`src/rtl/fft_n4_frame_feeder.sv`:
```
`timescale 1ns/1ps
// Buffers a complex sample stream and replays it as gapless, stream-aligned 4-word frames for the N=4 FFT core.
// Trailing partial-frame zero padding is enabled by defining FFT_N4_FEEDER_PAD_EN.
module fft_n4_frame_feeder #(
  parameter int DATA_WIDTH = 32,
  parameter int FIFO_DEPTH = 8,
  parameter int FRAME_GAP  = 0
) (
  input  logic                         sys_clk_i,
  input  logic                         rst_i,
  input  logic                         s_valid_i,
  output logic                         s_ready_o,
  input  logic signed [DATA_WIDTH-1:0] s_real_i,
  input  logic signed [DATA_WIDTH-1:0] s_imag_i,
  input  logic                         s_last_i,
  output logic                         sof_o,
  output logic signed [DATA_WIDTH-1:0] xn_real_o,
  output logic signed [DATA_WIDTH-1:0] xn_imag_o,
  output logic [1:0]                   word_idx_o,
  output logic                         busy_o
);

  localparam int AW = $clog2(FIFO_DEPTH);
  localparam int CW = AW + 1;
  localparam logic [CW-1:0] DEPTH_C  = CW'(FIFO_DEPTH);
  localparam logic [CW-1:0] FRAME_C  = CW'(4);
  localparam logic [3:0]    GAP_LOAD = (FRAME_GAP > 0) ? 4'(FRAME_GAP - 1) : 4'd0;

  typedef enum logic [1:0] {ST_IDLE, ST_BURST, ST_GAP} state_t;

  state_t r_state, w_state_nxt;
  logic [1:0] r_burst_idx, w_burst_idx_nxt;
  logic [3:0] r_gap_cnt, w_gap_cnt_nxt;

  logic [DATA_WIDTH-1:0] r_mem_re [FIFO_DEPTH];
  logic [DATA_WIDTH-1:0] r_mem_im [FIFO_DEPTH];
  logic [AW-1:0]         r_wr_ptr, r_rd_ptr;
  logic [CW-1:0]         r_count, w_count_nxt;
  logic                  r_ready;

  logic                  w_wr, w_rd, w_pad_nxt;
  logic [DATA_WIDTH-1:0] w_wr_re, w_wr_im;

  logic                  r_sof, r_busy;
  logic [1:0]            r_word_idx;
  logic [DATA_WIDTH-1:0] r_xn_re, r_xn_im;

`ifdef FFT_N4_FEEDER_PAD_EN
  logic       r_pad;
  logic [1:0] r_wr_phase;
  logic [1:0] w_phase_inc;

  // Pad writes only happen while s_ready_o is low, so they never collide with source accepts.
  assign w_wr        = (s_valid_i & r_ready) | (r_pad & (r_count < DEPTH_C));
  assign w_wr_re     = r_pad ? '0 : s_real_i;
  assign w_wr_im     = r_pad ? '0 : s_imag_i;
  assign w_phase_inc = r_wr_phase + 2'd1;
  assign w_pad_nxt   = w_wr ? ((r_pad | s_last_i) & (w_phase_inc != 2'd0)) : r_pad;

  always_ff @(posedge sys_clk_i or posedge rst_i) begin
    if (rst_i) begin
      r_pad      <= 1'b0;
      r_wr_phase <= 2'd0;
    end else begin
      r_pad <= w_pad_nxt;
      if (w_wr) r_wr_phase <= w_phase_inc;
    end
  end
`else
  logic w_unused_last;

  assign w_unused_last = s_last_i;
  assign w_wr          = s_valid_i & r_ready;
  assign w_wr_re       = s_real_i;
  assign w_wr_im       = s_imag_i;
  assign w_pad_nxt     = 1'b0;
`endif

  assign w_rd = (r_state == ST_BURST);

  always_comb begin
    w_count_nxt = r_count;
    case ({w_wr, w_rd})
      2'b10:   w_count_nxt = r_count + 1'b1;
      2'b01:   w_count_nxt = r_count - 1'b1;
      default: w_count_nxt = r_count;
    endcase
  end

  always_ff @(posedge sys_clk_i) begin
    if (w_wr) begin
      r_mem_re[r_wr_ptr] <= w_wr_re;
      r_mem_im[r_wr_ptr] <= w_wr_im;
    end
  end

  always_ff @(posedge sys_clk_i or posedge rst_i) begin
    if (rst_i) begin
      r_wr_ptr <= '0;
      r_rd_ptr <= '0;
      r_count  <= '0;
      r_ready  <= 1'b0;
    end else begin
      if (w_wr) r_wr_ptr <= r_wr_ptr + 1'b1;
      if (w_rd) r_rd_ptr <= r_rd_ptr + 1'b1;
      r_count <= w_count_nxt;
      r_ready <= (w_count_nxt < DEPTH_C) & ~w_pad_nxt;
    end
  end

  always_comb begin
    w_state_nxt     = r_state;
    w_burst_idx_nxt = r_burst_idx;
    w_gap_cnt_nxt   = r_gap_cnt;
    case (r_state)
      ST_IDLE: begin
        if (r_count >= FRAME_C) begin
          w_state_nxt     = ST_BURST;
          w_burst_idx_nxt = 2'd0;
        end
      end
      ST_BURST: begin
        w_burst_idx_nxt = r_burst_idx + 2'd1;
        // Chaining straight into the next burst keeps back-to-back frames at a 4-cycle pitch.
        if (r_burst_idx == 2'd3) begin
          if (FRAME_GAP > 0) begin
            w_state_nxt   = ST_GAP;
            w_gap_cnt_nxt = GAP_LOAD;
          end else if (w_count_nxt >= FRAME_C) begin
            w_state_nxt = ST_BURST;
          end else begin
            w_state_nxt = ST_IDLE;
          end
        end
      end
      ST_GAP: begin
        if (r_gap_cnt == 4'd0) w_state_nxt = ST_IDLE;
        else                   w_gap_cnt_nxt = r_gap_cnt - 4'd1;
      end
      default: w_state_nxt = ST_IDLE;
    endcase
  end

  always_ff @(posedge sys_clk_i or posedge rst_i) begin
    if (rst_i) begin
      r_state     <= ST_IDLE;
      r_burst_idx <= 2'd0;
      r_gap_cnt   <= 4'd0;
    end else begin
      r_state     <= w_state_nxt;
      r_burst_idx <= w_burst_idx_nxt;
      r_gap_cnt   <= w_gap_cnt_nxt;
    end
  end

  always_ff @(posedge sys_clk_i or posedge rst_i) begin
    if (rst_i) begin
      r_sof      <= 1'b0;
      r_busy     <= 1'b0;
      r_word_idx <= 2'd0;
      r_xn_re    <= '0;
      r_xn_im    <= '0;
    end else if (w_rd) begin
      r_sof      <= (r_burst_idx == 2'd0);
      r_busy     <= 1'b1;
      r_word_idx <= r_burst_idx;
      r_xn_re    <= r_mem_re[r_rd_ptr];
      r_xn_im    <= r_mem_im[r_rd_ptr];
    end else begin
      r_sof      <= 1'b0;
      r_busy     <= 1'b0;
      r_word_idx <= 2'd0;
    end
  end

  assign s_ready_o  = r_ready;
  assign sof_o      = r_sof;
  assign busy_o     = r_busy;
  assign word_idx_o = r_word_idx;
  assign xn_real_o  = r_xn_re;
  assign xn_imag_o  = r_xn_im;

endmodule

```
`config.mk`:
```
export PLATFORM = sky130hd
export DESIGN_NAME = fft_n4_frame_feeder
export DESIGN_NICKNAME = d
export VERILOG_FILES = /design/src/rtl/fft_n4_frame_feeder.sv
export SDC_FILE = /design/constraint.sdc
export NUM_CORES = 1
export LEC_CHECK = 0
export BUFFER_PORTS_ARGS = -buffer_cell sky130_fd_sc_hd__buf_2
export CAP_MARGIN = 15
export CORE_ASPECT_RATIO = 1.1
export CORE_MARGIN = 2
export CORE_UTILIZATION = 47
export CTS_BUF_LIST = sky130_fd_sc_hd__clkbuf_16
export CTS_CLUSTER_SIZE = 25
export DETAILED_ROUTE_END_ITERATION = 8
export PLACE_DENSITY_LB_ADDON = 0.1
export SYNTH_ARGS = -nofsm -noshare
export SYNTH_HDL_FRONTEND = slang
export SYNTH_SLANG_ARGS = --single-unit
```
`constraint.sdc`:
```
create_clock -name sys_clk_i -period 15.15 [get_ports sys_clk_i]
set_clock_uncertainty 0.15 [all_clocks]
set_input_delay 3.03 -clock sys_clk_i [delete_from_list [all_inputs] [get_ports sys_clk_i]]
set_output_delay 3.03 -clock sys_clk_i [all_outputs]
set_load 0.02 [all_outputs]
```
==> results of run 1 <==
## logic make-up (layout without fill, tap and decap cells)
| kind of cell | count (synthesis) | in the layout | share of synthesized area |
|---|---|---|---|
| simple gates | 97 | 97 | 0.0184 |
| buf+inv | 57 | 272 | 0.0131 |
| xor+xnor | 6 | 6 | 0.00236 |
| fa+ha+maj | 7 | 7 | 0.00394 |
| flops | 594 | 594 | 0.784 |
| compound gates | 73 | 73 | 0.0178 |
| mux | 197 | 197 | 0.161 |
| other cells | 0 | 3 | 0 |
## final cells by class
class                      instances  area (um^2)
antenna                            3         7.51
clock buffer                      61         1530
clock inverter                    50          323
fill                            3656        21300
inverter                           6         25.0
multi-input combinational        380         4580
sequential                       594        17400
tap                              595          744
timing repair buffer             155          826
## flip-flops by register name (all words and copies together), names as in the netlist, 2 cells and up
signal       cells
r_mem_re       256
xn_real_o       32
r_mem_im       256
word_idx_o       2
r_burst_idx      2
xn_imag_o       32
r_count          4
r_wr_ptr         3
r_rd_ptr         3
## worst paths after layout
path	endpoint	slack [ns]	startpoint
setup / recovery	r_mem_im[2][10]	9.97	s_valid_i
hold / removal	xn_real_o[15]	0.37	xn_real_o[15]
setup reg to reg	xn_imag_o[5]	11.67	r_rd_ptr[0]
hold reg to reg	xn_real_o[15]	0.37	xn_real_o[15]
max in group asynchronous	r_rd_ptr[2]	11.15	rst_i
min in group asynchronous	xn_imag_o[19]	2.29	rst_i
## synth_stat cells, types with 2 or more instances
| library cell | instances |
|---|---|
| ha_1 | 7 |
| buf_4 | 12 |
| clkbuf_1 | 18 |
| nand2b_1 | 2 |
| nor2_1 | 72 |
| mux4_2 | 128 |
| inv_1 | 5 |
| mux2_1 | 2 |
| and2_1 | 3 |
| edfxtp_1 | 512 |
| nand3_1 | 2 |
| a21oi_1 | 65 |
| xnor2_1 | 4 |
| dfrtp_1 | 82 |
| xor2_1 | 2 |
| mux2i_1 | 66 |
| nor3_1 | 2 |
| nand2_1 | 11 |
| o21ai_0 | 2 |
| buf_2 | 19 |
## layer usage
metal  share of wire  vias up
li1                -     4533
met1            0.44     5364
met2            0.49      180
met3           0.042       67
met4           0.020        6
met5         0.00084        -
## stage by stage
stage | setup WS, ns | util | power [W]
global placement | 9.26 | 0.505 | 0.00357
floorplan | 6.66 | - | 0.00320
global route | 9.76 | 0.545 | 0.00516
finish | 9.97 | 0.545 | 0.00490
detailed placement | 9.25 | 0.505 | 0.00359
CTS | 9.89 | 0.545 | 0.00499
## critical path: cells and delay by family
kind / cells / cell delay [ns]
buffers and inverters: 2 / 0.79
and+or+nand+nor: 3 / 1.39
## report_power, final
part	switching, W	internal (W)	total (W)
Combinational	0.000690	0.000596	0.00129
Sequential	0.000166	0.00206	0.00223
Clock	0.000597	0.000792	0.00139
## cell usage in the layout (no fill, tap or decap), types with 2 or more instances in the layout
cell type,Yosys,final
nor2_4,0,6
clkinv_1,0,10
edfxtp_1,512,512
a21oi_1,65,65
inv_1,5,26
xor2_1,2,2
nand2b_1,2,2
o21ai_0,2,2
diode_2,0,3
nor3_2,0,2
clkinvlp_4,0,2
nand2_1,11,11
bufinv_16,0,4
clkbuf_16,0,61
nor2_1,72,66
and2_1,3,3
mux2i_1,66,66
buf_2,19,135
clkinv_2,0,10
ha_1,7,7
xnor2_1,4,4
nand3_1,2,2
mux4_2,128,128
dfrtp_4,0,4
buf_4,12,20
dfrtp_1,82,78
mux2_1,2,2
==> flow_metrics.tcl, run 1 <==
set metrics [dict create \
    status "completed" \
    yosys_most_used_dff "edfxtp_1" \
    maxSlewViolCount 0 \
    htreeDepth 2 \
    crit_chain "buf_2, nand2_1, or2_1, nor2_4, buf_4" \
    grt_max_degree 74 \
    power_density_nw_per_um2 192 \
    grt_first_pass_wirelength_mm 67.1 \
    path_class "in -> reg" \
    dp.cells 1730 \
    hold_ws_ns 0.365 \
    leakagePower_nw 8.81 \
    synth_area_leaders "edfxtp_1, mux4_2, dfrtp_1" \
    synth.top_cell.area_share 0.691 \
    drv_cap 0 \
    crit_fanout 36 \
    die_w_um 211 \
    clk_latency_ns 0.60 \
    antenna_found_initial 5 \
    ys_types 35 \
    hold_class "reg -> reg" \
    yosysSeqAreaShare 0.784 \
    fin_crit_sh 0.342 \
    syn_nets 1106 \
    cpPeakStageDelay_ns 0.90 \
    rows 83 \
    cts_buffer_depth 3 \
    antenna_left 0 \
    gp_congestion 0.653 \
    async_flop_share 0.138 \
    layoutNonFillerInstCount 1844 \
    clkSlewWorstSetupHoldPaths_ns 0.06 \
    tns_ns 0 \
    start_util 0.476 \
    postCtsResizedCells 0 \
    drt_iter0_markers 618 \
    use_met3 0.0348 \
    first_global_vias 10800 \
    endpoint_kind "flip-flop" \
    placed_cell_area_um2 23600 \
    synth_area_leader_cell "edfxtp_1" \
    synth_edf_count 512 \
    finalSetupViolCount 0 \
    drive_gt1_frac 0.307 \
    r2r_cells 5 \
    holdPathStages 2 \
    synthCells 1031 \
    io_pins 137 \
    overflow 0 \
    synth-seq-cells 594 \
    port_buffers 135 \
    route.vias.total 10200 \
    cts_setup_buffers 0 \
    wl_per_cell_um 23.9 \
    syn-mean-instance-area_um2 21.6 \
    period_needed_ns 5.18 \
    grt.busiest_layer "met2" \
    dpl.hpwl_mm 22.5 \
    cts_tree "built" \
    critPathLaunchType "input pin" \
    ctsRootBufferMaster "clkbuf_16" \
    final_cell_area_um2 25500 \
    vias_per_cell 5.50 \
    arrival_ns 5.25 \
    ir_drop_mv 0.131 \
    grt_usage 0.186 \
    ctsHoldBuffers 0 \
    use_met2 0.312 \
    first_pass_iters 4 \
    drc_errors 0 \
    max_clock_freq_mhz 193 \
    drt_wl_total_mm 44.1 \
    die_area_um2 49100 \
    synth.cell_area_um2 22200 \
    coreArea_um2 46700 \
    syn2layout_area_growth_pct 14.5 \
    cp_slowest_cell "nor2_4" \
    clock-sinks 594 \
    slew_headroom 0.258 \
    grtUsageMet1 0.252 \
    chipHeight_um 232 \
    hold_violations 0 \
    numCtsBuffers 59 \
    worst_slew_pin_slew_ns 1.11 \
    crit_required_ns 15.22 \
    fin_nets 1271 \
    rsz0062_at_grt "false" \
    yosys_warnings 0 \
]
No activity file was read; power rests on OpenSTA's default activity.
==> inputs of run 2 (changes only) <==
==> constraint.sdc (replaced) <==
create_clock -name sys_clk_i -period 4.2 [get_ports sys_clk_i]
set_clock_uncertainty 0.15 [all_clocks]
set_input_delay 0.84 -clock sys_clk_i [delete_from_list [all_inputs] [get_ports sys_clk_i]]
set_output_delay 0.84 -clock sys_clk_i [all_outputs]
set_load 0.02 [all_outputs]
==> run 2 against run 1 <==
Highest routed layer unchanged. Routed wire length decreased by 0.76%. Total power grew to 3.6 times the previous value. Register-to-register slack worse by 10 ns. Flip-flop and latch count did not move.
==> flow_metrics.tcl, run 2 (same netlist as run 1, synthesis figures left out) <==
set metrics [dict create \
    status "completed" \
    maxSlewViolCount 0 \
    route.vias.total 10200 \
    max_clock_freq_mhz 386 \
    overflow 0 \
    arrival_ns 2.93 \
    wl_per_cell_um 23.7 \
    reg_top3 "r_mem_im (256), r_mem_re (256)" \
    p_seq_frac 0.454 \
    drt_iter0_markers 595 \
    gp_congestion 0.687 \
    period_needed_ns 2.59 \
    seq_area_um2 17400 \
    multi_input_area_um2 4590 \
    finalSetupViolCount 0 \
    slew_headroom 0.358 \
    ctsHoldBuffers 0 \
    grtUsageMet1 0.252 \
    use_met2 0.306 \
    clk_latency_ns 0.61 \
    dp.cells 1734 \
    use_met3 0.0418 \
    numCtsBuffers 59 \
    fin_crit_sh 0.617 \
    cts_tree "built" \
    syn2layout_area_growth_pct 15.3 \
    clkSlewWorstSetupHoldPaths_ns 0.06 \
    path_class "reg -> reg" \
    power.total_w 0.0177 \
    hold_violations 0 \
    clkPwrFrac 0.279 \
    drt_wl_total_mm 43.8 \
    crit_required_ns 4.54 \
    crit_fanout 87 \
    port_buffers 135 \
    power_switching_w 0.00529 \
    drive_gt1_frac 0.311 \
    final_cell_area_um2 25600 \
    htreeDepth 2 \
    die_w_um 211 \
    rsz0062_at_grt "false" \
    drv_cap 0 \
    worst_slew_pin_slew_ns 0.963 \
    ctsRootBufferMaster "clkbuf_16" \
    power_density_nw_per_um2 692 \
    cts_setup_buffers 0 \
    die_area_um2 49100 \
    start_util 0.476 \
    clock-sinks 594 \
    fin_nets 1275 \
    io_pins 137 \
    ir_drop_mv 0.423 \
    drc_errors 0 \
    coreArea_um2 46700 \
    sw_frac_of_total 0.298 \
    first_pass_iters 5 \
    comb_power_share 0.267 \
    rows 83 \
    grt_max_degree 88 \
    layoutNonFillerInstCount 1846 \
    chipHeight_um 232 \
    grt_usage 0.184 \
    antenna_left 0 \
    intPower_w 0.0124 \
    antenna_found_initial 6 \
    hold_class "in -> async" \
    final_common_cell "edfxtp_1" \
    placed_cell_area_um2 23800 \
    grt_first_pass_wirelength_mm 66.6 \
    endpoint_kind "flip-flop" \
    critPathLaunchType "flip-flop" \
    tns_ns 0 \
    first_global_vias 10700 \
    dpl.hpwl_mm 22.8 \
    leakagePower_nw 8.85 \
    grt.busiest_layer "met2" \
    fillers 3634 \
    final_cell_mix "edfxtp_1, buf_2, mux4_2, dfrtp_1" \
    cts_buffer_depth 3 \
    vias_per_cell 5.50 \
    postCtsResizedCells 0 \
]
[run 2: metrics by stage]
| stage | setup WS [ns] | hold WS [ns] | utilization |
|---|---|---|---|
| final | 1.61 | 0.191 | 0.549 |
| after global routing | 1.46 | 0.227 | 0.549 |
| after CTS | 1.59 | 0.205 | 0.549 |
| after detailed placement | 1.16 | 0.358 | 0.509 |
| after global placement | 1.17 | 0.348 | 0.509 |
| after floorplan | -0.377 | 0.296 | - |
[run 2: area by class of cell]
type | instances | share of cell area
diodes | 2 | 0.000195
clock buffers | 59 | 0.0576
clock inverters | 51 | 0.0136
inverters | 6 | 0.000976
multi-input cells | 380 | 0.179
flip-flops and latches | 594 | 0.680
well taps | 595 | 0.0290
repair buffers | 159 | 0.0392
[run 2: routing by layer]
metal  wire length, um  up-vias
met2             21600      180
met3              2140       75
li1                  -     4546
met4               763       10
met5                58        -
met1             19200     5339
[run 2: path summary, 6_finish.rpt]
path                               from  slack, ns        endpoint  depth (start not counted)
min                               rst_i       0.19   xn_real_o[13]                          2
max reg2reg                  r_state[0]       1.61     r_rd_ptr[1]                          3
min in group sys_clk_i      s_imag_i[2]       0.35  r_mem_im[5][2]                          1
max in group asynchronous         rst_i       2.92   xn_imag_o[23]                          3
max                          r_state[0]       1.61     r_rd_ptr[1]                          3
min reg2reg                xn_real_o[7]       0.37    xn_real_o[7]                          2
[run 2: power groups by stage]
stage / combinational, W / clock, W / sequential (W)
finish: 0.00474 / 0.00494 / 0.00805
global route: 0.00520 / 0.00529 / 0.00817
CTS: 0.00490 / 0.00508 / 0.00807
detailed placement: 0.00488 / 0 / 0.00818
global placement: 0.00486 / 0 / 0.00815
floorplan: 0.00325 / 0 / 0.00830
[run 2: critical path, cell delays in order, from the launching register on]
cell and delay [ns]:
dfrtp_4 0.51, buf_4 0.77, buf_4 0.61, mux2_2 0.39
